===== src/rtl/regfile_write_arbiter.sv =====
// regfile_write_arbiter: merges a two-slot writeback stream and a load-return
// stream onto the two register-file write ports. Loads wait in a small FIFO
// and take whichever ports writeback leaves free. When the FIFO gets too full,
// a DRAIN state blocks writeback so that two loads can retire per cycle.
// Optional feature macro: REGFILE_ARB_BYPASS_EN. When it is defined, a load
// that arrives while the FIFO is empty goes straight to a free port.
module regfile_write_arbiter #(
    parameter int DEPTH = 4,
    parameter int HIWAT = 3,
    parameter int LOWAT = 1
) (
    input  logic        clk,
    input  logic        rst,
    input  logic        wb_valid,
    input  logic [1:0]  wb_write,
    input  logic [31:0] wb_d1,
    input  logic [31:0] wb_d2,
    input  logic [4:0]  wb_a1,
    input  logic [4:0]  wb_a2,
    output logic        wb_ready,
    input  logic        ld_valid,
    input  logic [31:0] ld_data,
    input  logic [4:0]  ld_addr,
    output logic        ld_ready,
    output logic [31:0] wr1,
    output logic [31:0] wr2,
    output logic [4:0]  wa1,
    output logic [4:0]  wa2,
    output logic [1:0]  write,
    output logic [2:0]  fifo_count,
    output logic        drain
);

    localparam int PW = (DEPTH > 1) ? $clog2(DEPTH) : 1;

    typedef enum logic {NORMAL, DRAIN} state_t;

    state_t        state, state_next;
    logic [31:0]   mem_data [DEPTH];
    logic [4:0]    mem_addr [DEPTH];
    logic [PW-1:0] rd_ptr, wr_ptr, rd_ptr_next, second_ptr;

    logic          wb_acc, ld_acc, push, pop1, pop2;
    logic [1:0]    wb_use, pop_n, nxt_write;
    logic [31:0]   nxt_wr1, nxt_wr2;
    logic [4:0]    nxt_wa1, nxt_wa2;
    logic [2:0]    count_next;

    function automatic logic [PW-1:0] ptr_inc(input logic [PW-1:0] p);
        if (p == PW'(DEPTH - 1))
            return '0;
        else
            return p + 1'b1;
    endfunction

    assign wb_ready = !rst && (state == NORMAL);
    assign ld_ready = !rst && (fifo_count < 3'(DEPTH));

    // Work out this cycle's port usage. Writeback takes its slots first, FIFO
    // entries fill the remaining ports oldest-first, and then the load either
    // bypasses the FIFO or is pushed onto its tail.
    always_comb begin
        wb_acc     = wb_valid && wb_ready;
        ld_acc     = ld_valid && ld_ready;
        wb_use     = wb_acc ? wb_write : 2'b00;
        nxt_write  = wb_use;
        nxt_wr1    = wb_d1;
        nxt_wa1    = wb_a1;
        nxt_wr2    = wb_d2;
        nxt_wa2    = wb_a2;
        pop1       = 1'b0;
        pop2       = 1'b0;
        push       = 1'b0;
        second_ptr = ptr_inc(rd_ptr);

        if (!wb_use[0] && fifo_count != 3'd0) begin
            pop1         = 1'b1;
            nxt_wr1      = mem_data[rd_ptr];
            nxt_wa1      = mem_addr[rd_ptr];
            nxt_write[0] = 1'b1;
        end
        if (!wb_use[1]) begin
            if (pop1 && fifo_count >= 3'd2) begin
                pop2         = 1'b1;
                nxt_wr2      = mem_data[second_ptr];
                nxt_wa2      = mem_addr[second_ptr];
                nxt_write[1] = 1'b1;
            end else if (!pop1 && fifo_count != 3'd0) begin
                pop2         = 1'b1;
                nxt_wr2      = mem_data[rd_ptr];
                nxt_wa2      = mem_addr[rd_ptr];
                nxt_write[1] = 1'b1;
            end
        end

`ifdef REGFILE_ARB_BYPASS_EN
        if (ld_acc) begin
            if (state == NORMAL && fifo_count == 3'd0 && !wb_use[0]) begin
                nxt_wr1      = ld_data;
                nxt_wa1      = ld_addr;
                nxt_write[0] = 1'b1;
            end else if (state == NORMAL && fifo_count == 3'd0 && !wb_use[1]) begin
                nxt_wr2      = ld_data;
                nxt_wa2      = ld_addr;
                nxt_write[1] = 1'b1;
            end else begin
                push = 1'b1;
            end
        end
`else
        push = ld_acc;
`endif

        if (nxt_write == 2'b11 && nxt_wa1 == nxt_wa2)
            nxt_write[0] = 1'b0;

        pop_n = {1'b0, pop1} + {1'b0, pop2};
        if (pop_n == 2'd2)
            rd_ptr_next = ptr_inc(second_ptr);
        else if (pop_n == 2'd1)
            rd_ptr_next = second_ptr;
        else
            rd_ptr_next = rd_ptr;

        count_next = fifo_count + {2'b00, push} - {1'b0, pop_n};

        state_next = state;
        if (state == NORMAL && count_next >= 3'(HIWAT))
            state_next = DRAIN;
        else if (state == DRAIN && count_next <= 3'(LOWAT))
            state_next = NORMAL;
    end

    // FIFO storage needs no reset because occupancy is tracked by the pointers.
    always_ff @(posedge clk) begin
        if (!rst && push) begin
            mem_data[wr_ptr] <= ld_data;
            mem_addr[wr_ptr] <= ld_addr;
        end
    end

    // Registered port outputs, FIFO pointers and the NORMAL/DRAIN state.
    always_ff @(posedge clk) begin
        if (rst) begin
            wr1        <= '0;
            wr2        <= '0;
            wa1        <= '0;
            wa2        <= '0;
            write      <= 2'b00;
            rd_ptr     <= '0;
            wr_ptr     <= '0;
            fifo_count <= '0;
            state      <= NORMAL;
            drain      <= 1'b0;
        end else begin
            write <= nxt_write;
            if (nxt_write[0]) begin
                wr1 <= nxt_wr1;
                wa1 <= nxt_wa1;
            end
            if (nxt_write[1]) begin
                wr2 <= nxt_wr2;
                wa2 <= nxt_wa2;
            end
            if (push)
                wr_ptr <= ptr_inc(wr_ptr);
            rd_ptr     <= rd_ptr_next;
            fifo_count <= count_next;
            state      <= state_next;
            drain      <= (state_next == DRAIN);
        end
    end

endmodule


===== config.mk =====
export PLATFORM = sky130hd
export DESIGN_NAME = regfile_write_arbiter
export DESIGN_NICKNAME = d
export VERILOG_FILES = /design/src/rtl/regfile_write_arbiter.sv
export SDC_FILE = /design/constraint.sdc
export NUM_CORES = 1
export LEC_CHECK = 0
export CORE_ASPECT_RATIO = 1.5
export CORE_MARGIN = 4
export CORE_UTILIZATION = 57
export CTS_CLUSTER_DIAMETER = 150
export DETAILED_ROUTE_END_ITERATION = 16
export MAX_ROUTING_LAYER = met4
export PLACE_DENSITY = 0.86
export SETUP_SLACK_MARGIN = 0.15
export SKIP_CTS_REPAIR_TIMING = 1
export SLEW_MARGIN = 25
export SYNTH_ARGS = -nofsm -noshare
export SYNTH_HDL_FRONTEND = slang
export SYNTH_SLANG_ARGS = --single-unit

===== constraint.sdc =====
create_clock -name clk -period 8.9 [get_ports clk]
set_input_delay 0.89 -clock clk [delete_from_list [all_inputs] [get_ports clk]]
set_output_delay 0.89 -clock clk [all_outputs]
set_load 0.005 [all_outputs]

Word-level counts from Yosys, hierarchy flattened
Memory sizes are Yosys's and may differ from the RTL's. A register that Yosys moved wholly into a read port is not among the register bits.
Cells that the tools add are included.
W data, S select, Z words.
- register bits: 84
- bits in writable memories: 148
- input port bits: 117
- output and inout bits: 82
- memories kept: 2
- add/subtract/negate cells: 6
- magnitude comparators: 4
- eq/ne operators: 7
- multiplexer cells: 29
- bitwise gates (word level): 1
- reduce and logical (&&, ||, !) cells: 17
- memory list (memory ; depth ; width ; read ports ; clocked after memory_dff ; wr ports ; RTL line ; RTL):
    mem_data ; 4 ; 32 ; 2 ; 1 ; 1 ; 39 ; logic [31:0] mem_data [DEPTH];
    mem_addr ; 4 ; 5 ; 2 ; 1 ; 1 ; 40 ; logic [4:0] mem_addr [DEPTH];
- operator list (kind ; number):
    $mux W32 ; 4
    $mux W2 ; 10
    $mux W5 ; 4
    $logic_and A1 B1 Y1 ; 11
    $mux W1 ; 11
    $eq A2 B2 Y1 const B ; 5
    $add A2 B1 Y2 const B ; 3
    $ge A3 B2 Y1 const B ; 2
    $eq A5 B5 Y1 ; 1
    $reduce_bool A2 Y1 ; 2
    $add A3 B1 Y3 ; 1
    $le A3 B1 Y1 const B ; 1
    $logic_not A1 Y1 ; 3
    $lt A3 B3 Y1 const B ; 1
    $reduce_bool A3 Y1 ; 1
    $sub A3 B2 Y3 ; 1
    $add A1 B1 Y2 ; 1
    $eq A2 B1 Y1 const B ; 1
    $not A1 Y1 ; 1

Longest topological paths before layout
Gate-level depths: netlist (run 1).
- depth after elaboration: 18
- gate-level depth with buffers: 15
- gate-level depth less buffers: 13

Least setup slack after synthesis (run 1)
No wires, ideal clock.
- path type: input -> register
- start point: input wb_write[0]
- end point: register state
- arrival time: 3.379 ns
- data required time: 8.768 ns
- setup slack: 5.389 ns
- stages on the path: 14
- cells stage by stage: nor4bb_1 clkbuf_1 nor2_1 inv_1 clkbuf_1 ha_1 ha_1 inv_1 ha_1 inv_1 fa_1 nor2_1 o21ai_0 o21ai_0
- word-level cells in the longest chain between the ends: 14
- elaborated cells between the ends (all ways): 18
- RTL lines (what ; RTL line ; RTL):
    start, declared ; 15 ; input logic [1:0] wb_write,
    $mux W2 * ; 65 ; wb_use = wb_acc ? wb_write : 2'b00;
    $logic_not A1 Y1 * ; 76 ; if (!wb_use[0] && fifo_count != 3'd0) begin
    $logic_and A1 B1 Y1 * ; 76 ;
    $mux W1 * ; 76 ;
    $logic_not A1 Y1 ; 88 ; end else if (!pop1 && fifo_count != 3'd0) begin
    $logic_and A1 B1 Y1 ; 88 ;
    $mux W1 ; 88 ;
    $mux W1 ; 83 ; if (pop1 && fifo_count >= 3'd2) begin
    $mux W1 ; 82 ; if (!wb_use[1]) begin
    $add A1 B1 Y2 * ; 117 ; pop_n = {1'b0, pop1} + {1'b0, pop2};
    $sub A3 B2 Y3 * ; 125 ; count_next = fifo_count + {2'b00, push} - {1'b0, pop_n};
    $ge A3 B2 Y1 / $le A3 B1 Y1 (equally long branches) ; 128, 130 ;
    $logic_and A1 B1 Y1 (on tied branches) ; 128, 130 ;
    $mux W1 / $reduce_bool A2 Y1 (equally long branches) ; n/a ;
    end signal, assigned ; 169 ; state <= state_next;
    end, declared ; 38 ; state_t state, state_next;
Mark *: on every way between the ends. The rest lies on a longest branch, timed or not.
A chain may end at the register's enable or synchronous reset.

Worst setup path after layout (run 1)
- start point: register rd_ptr[0]
- end point: register wr1[20]
- word-level cells in the longest chain between the ends: 8
- elaborated cells between the ends (all ways): 9
- RTL lines (what ; RTL line ; RTL):
    start, declared ; 41 ; logic [PW-1:0] rd_ptr, wr_ptr, rd_ptr_next, second_ptr;
    start signal, assigned ; 167 ; rd_ptr <= rd_ptr_next;
    $add A2 B1 Y2 / $eq A2 B2 Y1 (equally long branches) ; 53, 50 ;
    $mux W2 * ; 50 ; if (p == PW'(DEPTH - 1))
    $mem_v2 Z4 W5 * ; n/a ;
    $mux W5 * ; 83 ;
    $mux W5 * ; 82 ;
    $eq A5 B5 Y1 * ; 114 ; if (nxt_write == 2'b11 && nxt_wa1 == nxt_wa2)
    $logic_and A1 B1 Y1 * ; 114 ;
    $mux W1 * ; 114 ;
    end signal, assigned ; 158 ; wr1 <= nxt_wr1;
    end, declared ; 25 ; output logic [31:0] wr1,
Marked as above.

==> results of run 1 <==
==> area by class of cell <==
| type | instances | area [um2] | area share (%) |
|---|---|---|---|
| Clock buffer | 27 | 632 | 4.61 |
| Sequential cell | 234 | 6170 | 45.0 |
| Antenna cell | 1 | 2.50 | 0.0182 |
| Tap cell | 252 | 315 | 2.30 |
| Timing Repair Buffer | 213 | 2100 | 15.3 |
| Clock inverter | 13 | 92.6 | 0.675 |
| Multi-Input combinational cell | 489 | 4290 | 31.3 |
| Inverter | 31 | 116 | 0.848 |
==> power by group through the flow <==
stage / clock (mW) / sequential (mW) / combinational, mW
after floorplan: 0 / 1.50 / 1.23
after global placement: 0 / 1.56 / 1.84
after detailed placement: 0 / 1.57 / 1.89
after CTS: 0.937 / 1.56 / 1.92
after global routing: 0.986 / 1.58 / 2.09
final: 0.934 / 1.56 / 1.94
==> cell families (layout without fill, tap and decap cells) <==
| kind of cell | Yosys count | in the layout | synth area share (%) |
|---|---|---|---|
| adders and majority gates | 12 | 12 | 1.46 |
| buffers and inverters | 99 | 284 | 3.79 |
| AOI/OAI and AO/OA | 202 | 202 | 13.2 |
| muxes | 80 | 80 | 16.0 |
| DFF | 234 | 234 | 57.1 |
| other | 0 | 1 | 0 |
| xor gates and xnor gates | 4 | 4 | 0.324 |
| and+or+nand+nor | 191 | 191 | 8.14 |
==> metal layers <==
metal | wire length [um] | track usage, % | up-vias
li1 | - | - | 3562
met1 | 10500 | 37.2 | 4116
met2 | 15800 | 48.5 | 647
met3 | 3320 | 4.22 | 139
met4 | 1530 | 13.4 | 0
met5 | 0 | - | -
==> layout by cell type, fill, tap and decap left out, types with 27 or more instances in the layout <==
master,n
sky130_fd_sc_hd__nor3_1,34
sky130_fd_sc_hd__o21ai_0,36
sky130_fd_sc_hd__dfxtp_1,83
sky130_fd_sc_hd__a211oi_1,33
sky130_fd_sc_hd__clkdlybuf4s50_1,197
sky130_fd_sc_hd__mux4_2,74
sky130_fd_sc_hd__inv_1,30
sky130_fd_sc_hd__nor2_1,101
sky130_fd_sc_hd__edfxtp_1,148
sky130_fd_sc_hd__nand2_1,27
sky130_fd_sc_hd__a21oi_1,27
==> worst register-to-register path, delay by kind of cell (launching register included) <==
family          cells  cell delay (ns)
flops               1             1.03
mux                 1             0.59
fa+ha+maj           1             0.48
compound gates      2             0.50
buf+inv             3             1.28
simple gates        4             0.99
==> worst max-delay path by stage <==
stage                            from  endpoint  slack, ns  cells past startpoint
after floorplan           wb_write[0]     state       5.39                     14
after global placement      rd_ptr[0]   wr1[31]       3.73                     10
after detailed placement    rd_ptr[0]    wr1[8]       3.64                     10
after CTS                   rd_ptr[0]   wr1[20]       3.58                     10
after global routing        rd_ptr[0]   wr1[16]       3.43                     11
final                       rd_ptr[0]   wr1[20]       3.86                     11
==> sequential cells by signal (all words and copies together) (netlist names), named ones only <==
name and cells:
wr_ptr 2, wr1 32, fifo_count 3, wa1 5
state 1, rd_ptr 2, mem_addr 20, mem_data 128
wa2 5, wr2 32, write 2
==> stage by stage <==
step	cells	setup slack, ns	instance area (um2)	hold slack (ns)	utilization (%)
final	1260	3.86	13700	0.444	73.7
after global routing	1260	3.43	13700	0.479	73.7
after global placement	1217	3.73	13000	0.434	69.6
after floorplan	822	5.39	10800	0.439	-
after detailed placement	1217	3.64	13000	0.438	69.6
after CTS	1257	3.58	13700	0.449	73.5
==> flow_metrics.tcl, run 1 <==
set metrics [dict create \
    power_report.internal_total_mw 2.87 \
    skew_ns 0.0200 \
    grt_pass1_vias 8503 \
    synth_seq_area_share_pct 57.1 \
    routed_wl_um 31200 \
    hpwlAfterDp_um 20300 \
    fin_total_pwr_mw 4.43 \
    num-fill-cells 1180 \
    relSlewSlack_pct 28.0 \
    power_density_nw_per_um2 323 \
    post_route_cells_drive_above_1_share_pct 14.4 \
    dr_total_vias 8464 \
    r2r_setup_slack_ns 3.86 \
    path_clk_slew_ns 0.07 \
    initial_core_utilization_pct 58.0 \
    rsz0062_at_grt "false" \
    most_common_cell_in_the_netlist "sky130_fd_sc_hd__edfxtp_1" \
    finalSetupTns_ns 0 \
    max_stage_delay_ns 1.03 \
    p_comb_share_pct 43.8 \
    worst_r2r_path_depth 11 \
    status "finished, final reports clean" \
    cts_root_buffer "sky130_fd_sc_hd__clkbuf_16" \
    report.final.setup_viol 0 \
    crit_family "buffers and inverters" \
    setup.worst_path.class "register to register" \
    synth_flop_cell "sky130_fd_sc_hd__edfxtp_1" \
    grt_remaining_overflow 0 \
    highest_attainable_clock_frequency_ghz 0.198 \
    insertion_delay_ns 0.51 \
    gp_congestion 0.940 \
    mappedNetlistNets 951 \
    share_of_synthesized_registers_carrying_an_async_set_or_reset_pct 0 \
    maxCapViolCount 0 \
    tritoncts "done" \
    regToRegStartpoint "rd_ptr[0]" \
    synth_top_area_share_pct 41.1 \
    hold_viol 0 \
    io_buffer_count 198 \
    yosys_warnings 0 \
    syn-cell-area_um2 10800 \
    netSwitchingPower_mw 1.56 \
    critPathArrivalTime_ns 5.38 \
    clock_path_buffers 3 \
    post_synth_num_cell_types 48 \
    drt-pass1-iter-count 6 \
    row_count 61 \
    share_clk_of_total_power_pct 21.1 \
    maximum_number_of_pins_on_one_net_before_global_route_repair 73 \
    timing.critical_path.required_ns 9.24 \
    grt_antenna_before_repair 1 \
    path_max_fanout 39 \
    worst_ir_drop_vdd_mv 0.207 \
    globalRouteTotalUtil_pct 29.7 \
    yosys.area.top_type "sky130_fd_sc_hd__edfxtp_1" \
    leakagePower_nw 4.63 \
    hold_depth 2 \
    setup.worst_path.start_class "register" \
    postSynthAreaPerCell_um2 13.1 \
    fin_crit_sh_pct 56.6 \
    drt_iter0_drc 1426 \
    syn_to_final_growth_pct 27.0 \
    cts_max_level 1 \
    grt_first_pass_wirelength_um 47600 \
    die_h_um 177 \
    critical_path.cell_chain "ha_2 > buf_4 > mux4_2 > o32ai_1 > or3b_1 > nand4b_1 > nor4_4 > buf_4 > nand2b_1 > buf_4 > a211oi_1" \
    die-width_um 120 \
    drc 0 \
    kind_of_path_behind_the_tightest_hold_check "register to register" \
    postRouteAntennaNets 0 \
    max_slew.worst_pin.slew_ns 1.08 \
    net_count_of_the_finished_layout 1120 \
    die_area_um2 21300 \
    design.core.area_um2 18600 \
    cp.buffers_inverters 3 \
    worst_path_most_repeated_cell "sky130_fd_sc_hd__buf_4" \
    synth.top_cells.by_count "sky130_fd_sc_hd__edfxtp_1 (148), sky130_fd_sc_hd__nor2_1 (102), sky130_fd_sc_hd__dfxtp_1 (86), sky130_fd_sc_hd__mux4_2 (74), sky130_fd_sc_hd__clkbuf_1 (51)" \
    timing.final.max_slew_violations 0 \
    synth.ff_latch_count 234 \
    holdCritStartpoint "wa1[1]" \
    ioPinCount 199 \
    min_delay_worst_endpoint "wa1[1]" \
    timing.critical_path.to_type "register" \
    clock_sink_count 234 \
    synth_area_leaders "sky130_fd_sc_hd__edfxtp_1 (41%), sky130_fd_sc_hd__dfxtp_1 (16%), sky130_fd_sc_hd__mux4_2 (15%)" \
    tritoncts.num_buffers 22 \
    power.share.switching_pct 35.2 \
    power_share_of_the_sequential_group_pct 35.2 \
    final_period_minus_worst_setup_slack_ns 5.04 \
    synthesis.instances 822 \
    synth-edff-count 148 \
    worstReg2RegEnd "wr1[20]" \
    routedWlPerCell_um 24.7 \
    post_drt_via_cell_ratio 6.72 \
    crit_slowest_cell "sky130_fd_sc_hd__dfxtp_2" \
]
(Power assumes the default switching activity.)
==> run 2: changes to the inputs <==
--- a/config.mk
+++ b/config.mk
@@ -7,11 +7,11 @@
 export LEC_CHECK = 0
 export CORE_ASPECT_RATIO = 1.5
 export CORE_MARGIN = 4
-export CORE_UTILIZATION = 57
+export CORE_UTILIZATION = 48
 export CTS_CLUSTER_DIAMETER = 150
 export DETAILED_ROUTE_END_ITERATION = 16
 export MAX_ROUTING_LAYER = met4
-export PLACE_DENSITY = 0.86
+export PLACE_DENSITY = 0.77
 export SETUP_SLACK_MARGIN = 0.15
 export SKIP_CTS_REPAIR_TIMING = 1
 export SLEW_MARGIN = 25
==> constraint.sdc (replaced) <==
create_clock -name clk -period 4.5 [get_ports clk]
set_input_delay 0.45 -clock clk [delete_from_list [all_inputs] [get_ports clk]]
set_output_delay 0.45 -clock clk [all_outputs]
set_load 0.005 [all_outputs]
==> run 2 against run 1 <==
  * Die area increased by 18%
  * Critical path depth shrank 2
  * Maximum frequency up 35%
  * Combinational power up 100%
  * Routed wire length shrank 4.7%
  * Largest cell class unchanged
  * Global-route usage shrank 5.8 points
  * Clock-buffer cell count grew 1
==> flow_metrics.tcl, run 2 (synthesis results as in run 1) <==
set metrics [dict create \
    worst_ir_drop_vdd_mv 0.324 \
    setup.worst_path.class "register to register" \
    syn_to_final_growth_pct 27.4 \
    grt_pass1_vias 8078 \
    layout_common_cells "sky130_fd_sc_hd__clkdlybuf4s50_1 (197), sky130_fd_sc_hd__edfxtp_1 (148), sky130_fd_sc_hd__nor2_1 (101), sky130_fd_sc_hd__dfxtp_1 (83), sky130_fd_sc_hd__mux4_2 (74)" \
    maxCapViolCount 0 \
    most_flops_register "mem_data" \
    relSlewSlack_pct 29.8 \
    insertion_delay_ns 0.50 \
    die-width_um 130 \
    initial_core_utilization_pct 48.6 \
    tritoncts "done" \
    path_clk_slew_ns 0.07 \
    netSwitchingPower_mw 3.01 \
    cts_root_buffer "sky130_fd_sc_hd__clkbuf_16" \
    grt_remaining_overflow 0 \
    kind_of_path_behind_the_tightest_hold_check "input port to register" \
    fin_crit_sh_pct 83.0 \
    critPathArrivalTime_ns 4.13 \
    leakagePower_nw 4.64 \
    power.share.switching_pct 34.8 \
    drt-pass1-iter-count 5 \
    clock_path_buffers 3 \
    final_common_cell "sky130_fd_sc_hd__clkdlybuf4s50_1" \
    setup.worst_path.start_class "register" \
    hpwlAfterDp_um 19800 \
    fin_worst_hold_slack_ns 0.221 \
    gp_congestion 0.886 \
    finalSetupTns_ns 0 \
    post_drt_via_cell_ratio 6.20 \
    status "finished, final reports clean" \
    die_area_um2 25000 \
    rsz0062_at_grt "false" \
    timing.critical_path.required_ns 4.89 \
    largest_reg_flops 128 \
    num-fill-cells 1640 \
    biggestRegsByFlops "mem_data x128, wr1 x32, wr2 x32" \
    maximum_number_of_pins_on_one_net_before_global_route_repair 100 \
    p_comb_share_pct 45.1 \
    drc 0 \
    routedWlPerCell_um 23.1 \
    fin_total_pwr_mw 8.65 \
    grt_first_pass_wirelength_um 45100 \
    net_count_of_the_finished_layout 1124 \
    post_route_cells_drive_above_1_share_pct 14.7 \
    dr_total_vias 7990 \
    max_slew.worst_pin.slew_ns 1.05 \
    final_period_minus_worst_setup_slack_ns 3.74 \
    row_count 67 \
    power_density_nw_per_um2 629 \
    clock_sink_count 234 \
    cts_max_level 1 \
    routed_wl_um 29700 \
    power_report.internal_total_mw 5.64 \
    postRouteAntennaNets 0 \
    die_h_um 192 \
    globalRouteTotalUtil_pct 24.0 \
    skew_ns 0.00895 \
    hold_viol 0 \
    drt_iter0_drc 809 \
    design.core.area_um2 22200 \
    report.final.setup_viol 0 \
    timing.critical_path.to_type "register" \
    highest_attainable_clock_frequency_ghz 0.268 \
    power_share_of_the_sequential_group_pct 34.3 \
    ioPinCount 199 \
    share_clk_of_total_power_pct 20.6 \
    path_max_fanout 16 \
    io_buffer_count 198 \
    tritoncts.num_buffers 21 \
    grt_antenna_before_repair 3 \
    timing.final.max_slew_violations 0 \
]
run 2: changes by cell type in the layout (fill, tap and decap cells not counted):
cell and change:
sky130_fd_sc_hd__buf_6 +1, sky130_fd_sc_hd__bufinv_16 -1, sky130_fd_sc_hd__inv_1 +1, sky130_fd_sc_hd__diode_2 +3, sky130_fd_sc_hd__clkinv_2 -2, sky130_fd_sc_hd__inv_6 +1
sky130_fd_sc_hd__buf_4 +5, sky130_fd_sc_hd__buf_12 -1, sky130_fd_sc_hd__clkbuf_1 +1, sky130_fd_sc_hd__and3_2 -2, sky130_fd_sc_hd__clkinvlp_2 -1, sky130_fd_sc_hd__clkinv_1 -3
sky130_fd_sc_hd__and3_4 +2, sky130_fd_sc_hd__clkinvlp_4 +1
run 2: path summary, 6_finish.rpt:
| kind | from | to | slack [ns] | cells after the start |
|---|---|---|---|---|
| setup reg to reg | rd_ptr[1] | wr1[7] | 0.76 | 9 |
| hold reg to reg | wa1[4] | wa1[4] | 0.45 | 2 |
| hold / removal | rst | write[1] | 0.22 | 2 |
| setup / recovery | rd_ptr[1] | wr1[7] | 0.76 | 9 |
run 2: per-stage QoR:
step	util (%)	instance area [um2]	instances	setup slack [ns]
2_1_floorplan	-	10800	822	1.43
3_3_place_gp	58.7	13000	1248	0.875
3_5_place_dp	58.7	13000	1248	0.768
4_1_cts	61.8	13700	1285	0.730
5_1_grt	61.9	13800	1288	0.536
6_report	61.9	13800	1289	0.764
run 2: power groups by stage:
stage | combinational (mW) | sequential, mW | clock (mW)
4_1_cts | 3.90 | 2.97 | 1.80
3_3_place_gp | 3.80 | 3.00 | 0
2_1_floorplan | 2.44 | 2.96 | 0
3_5_place_dp | 3.87 | 3.01 | 0
5_1_grt | 4.24 | 3.01 | 1.89
6_report | 3.90 | 2.97 | 1.79
run 2: layout make-up:
class                      count  area [um2]  area share [%]
sequential                   234        6170            44.8
inverter                      31         116           0.846
timing repair buffer         218        2130            15.5
clock buffer                  28         636            4.62
clock inverter                 9        56.3           0.409
antenna                        4        10.0          0.0727
tap                          276         345            2.51
multi-input combinational    489        4300            31.2
run 2: layer usage:
| layer | track usage, % | up-vias | wire (um) |
|---|---|---|---|
| met4 | 9.30 | 0 | 1100 |
| met2 | 39.2 | 364 | 14800 |
| li1 | - | 3561 | - |
| met3 | 3.31 | 71 | 2460 |
| met5 | - | - | 0 |
| met1 | 30.3 | 3994 | 11400 |
run 2: worst max-delay path, cell delays in order (launching register included):
cell,delay (ns)
sky130_fd_sc_hd__dfxtp_1,0.32
sky130_fd_sc_hd__ha_2,0.54
sky130_fd_sc_hd__buf_4,0.34
sky130_fd_sc_hd__mux4_2,0.56
sky130_fd_sc_hd__o32ai_1,0.36
sky130_fd_sc_hd__or3b_1,0.17
sky130_fd_sc_hd__nand4b_1,0.23
sky130_fd_sc_hd__nor4b_4,0.77
sky130_fd_sc_hd__o21ai_0,0.21
sky130_fd_sc_hd__o31ai_1,0.12
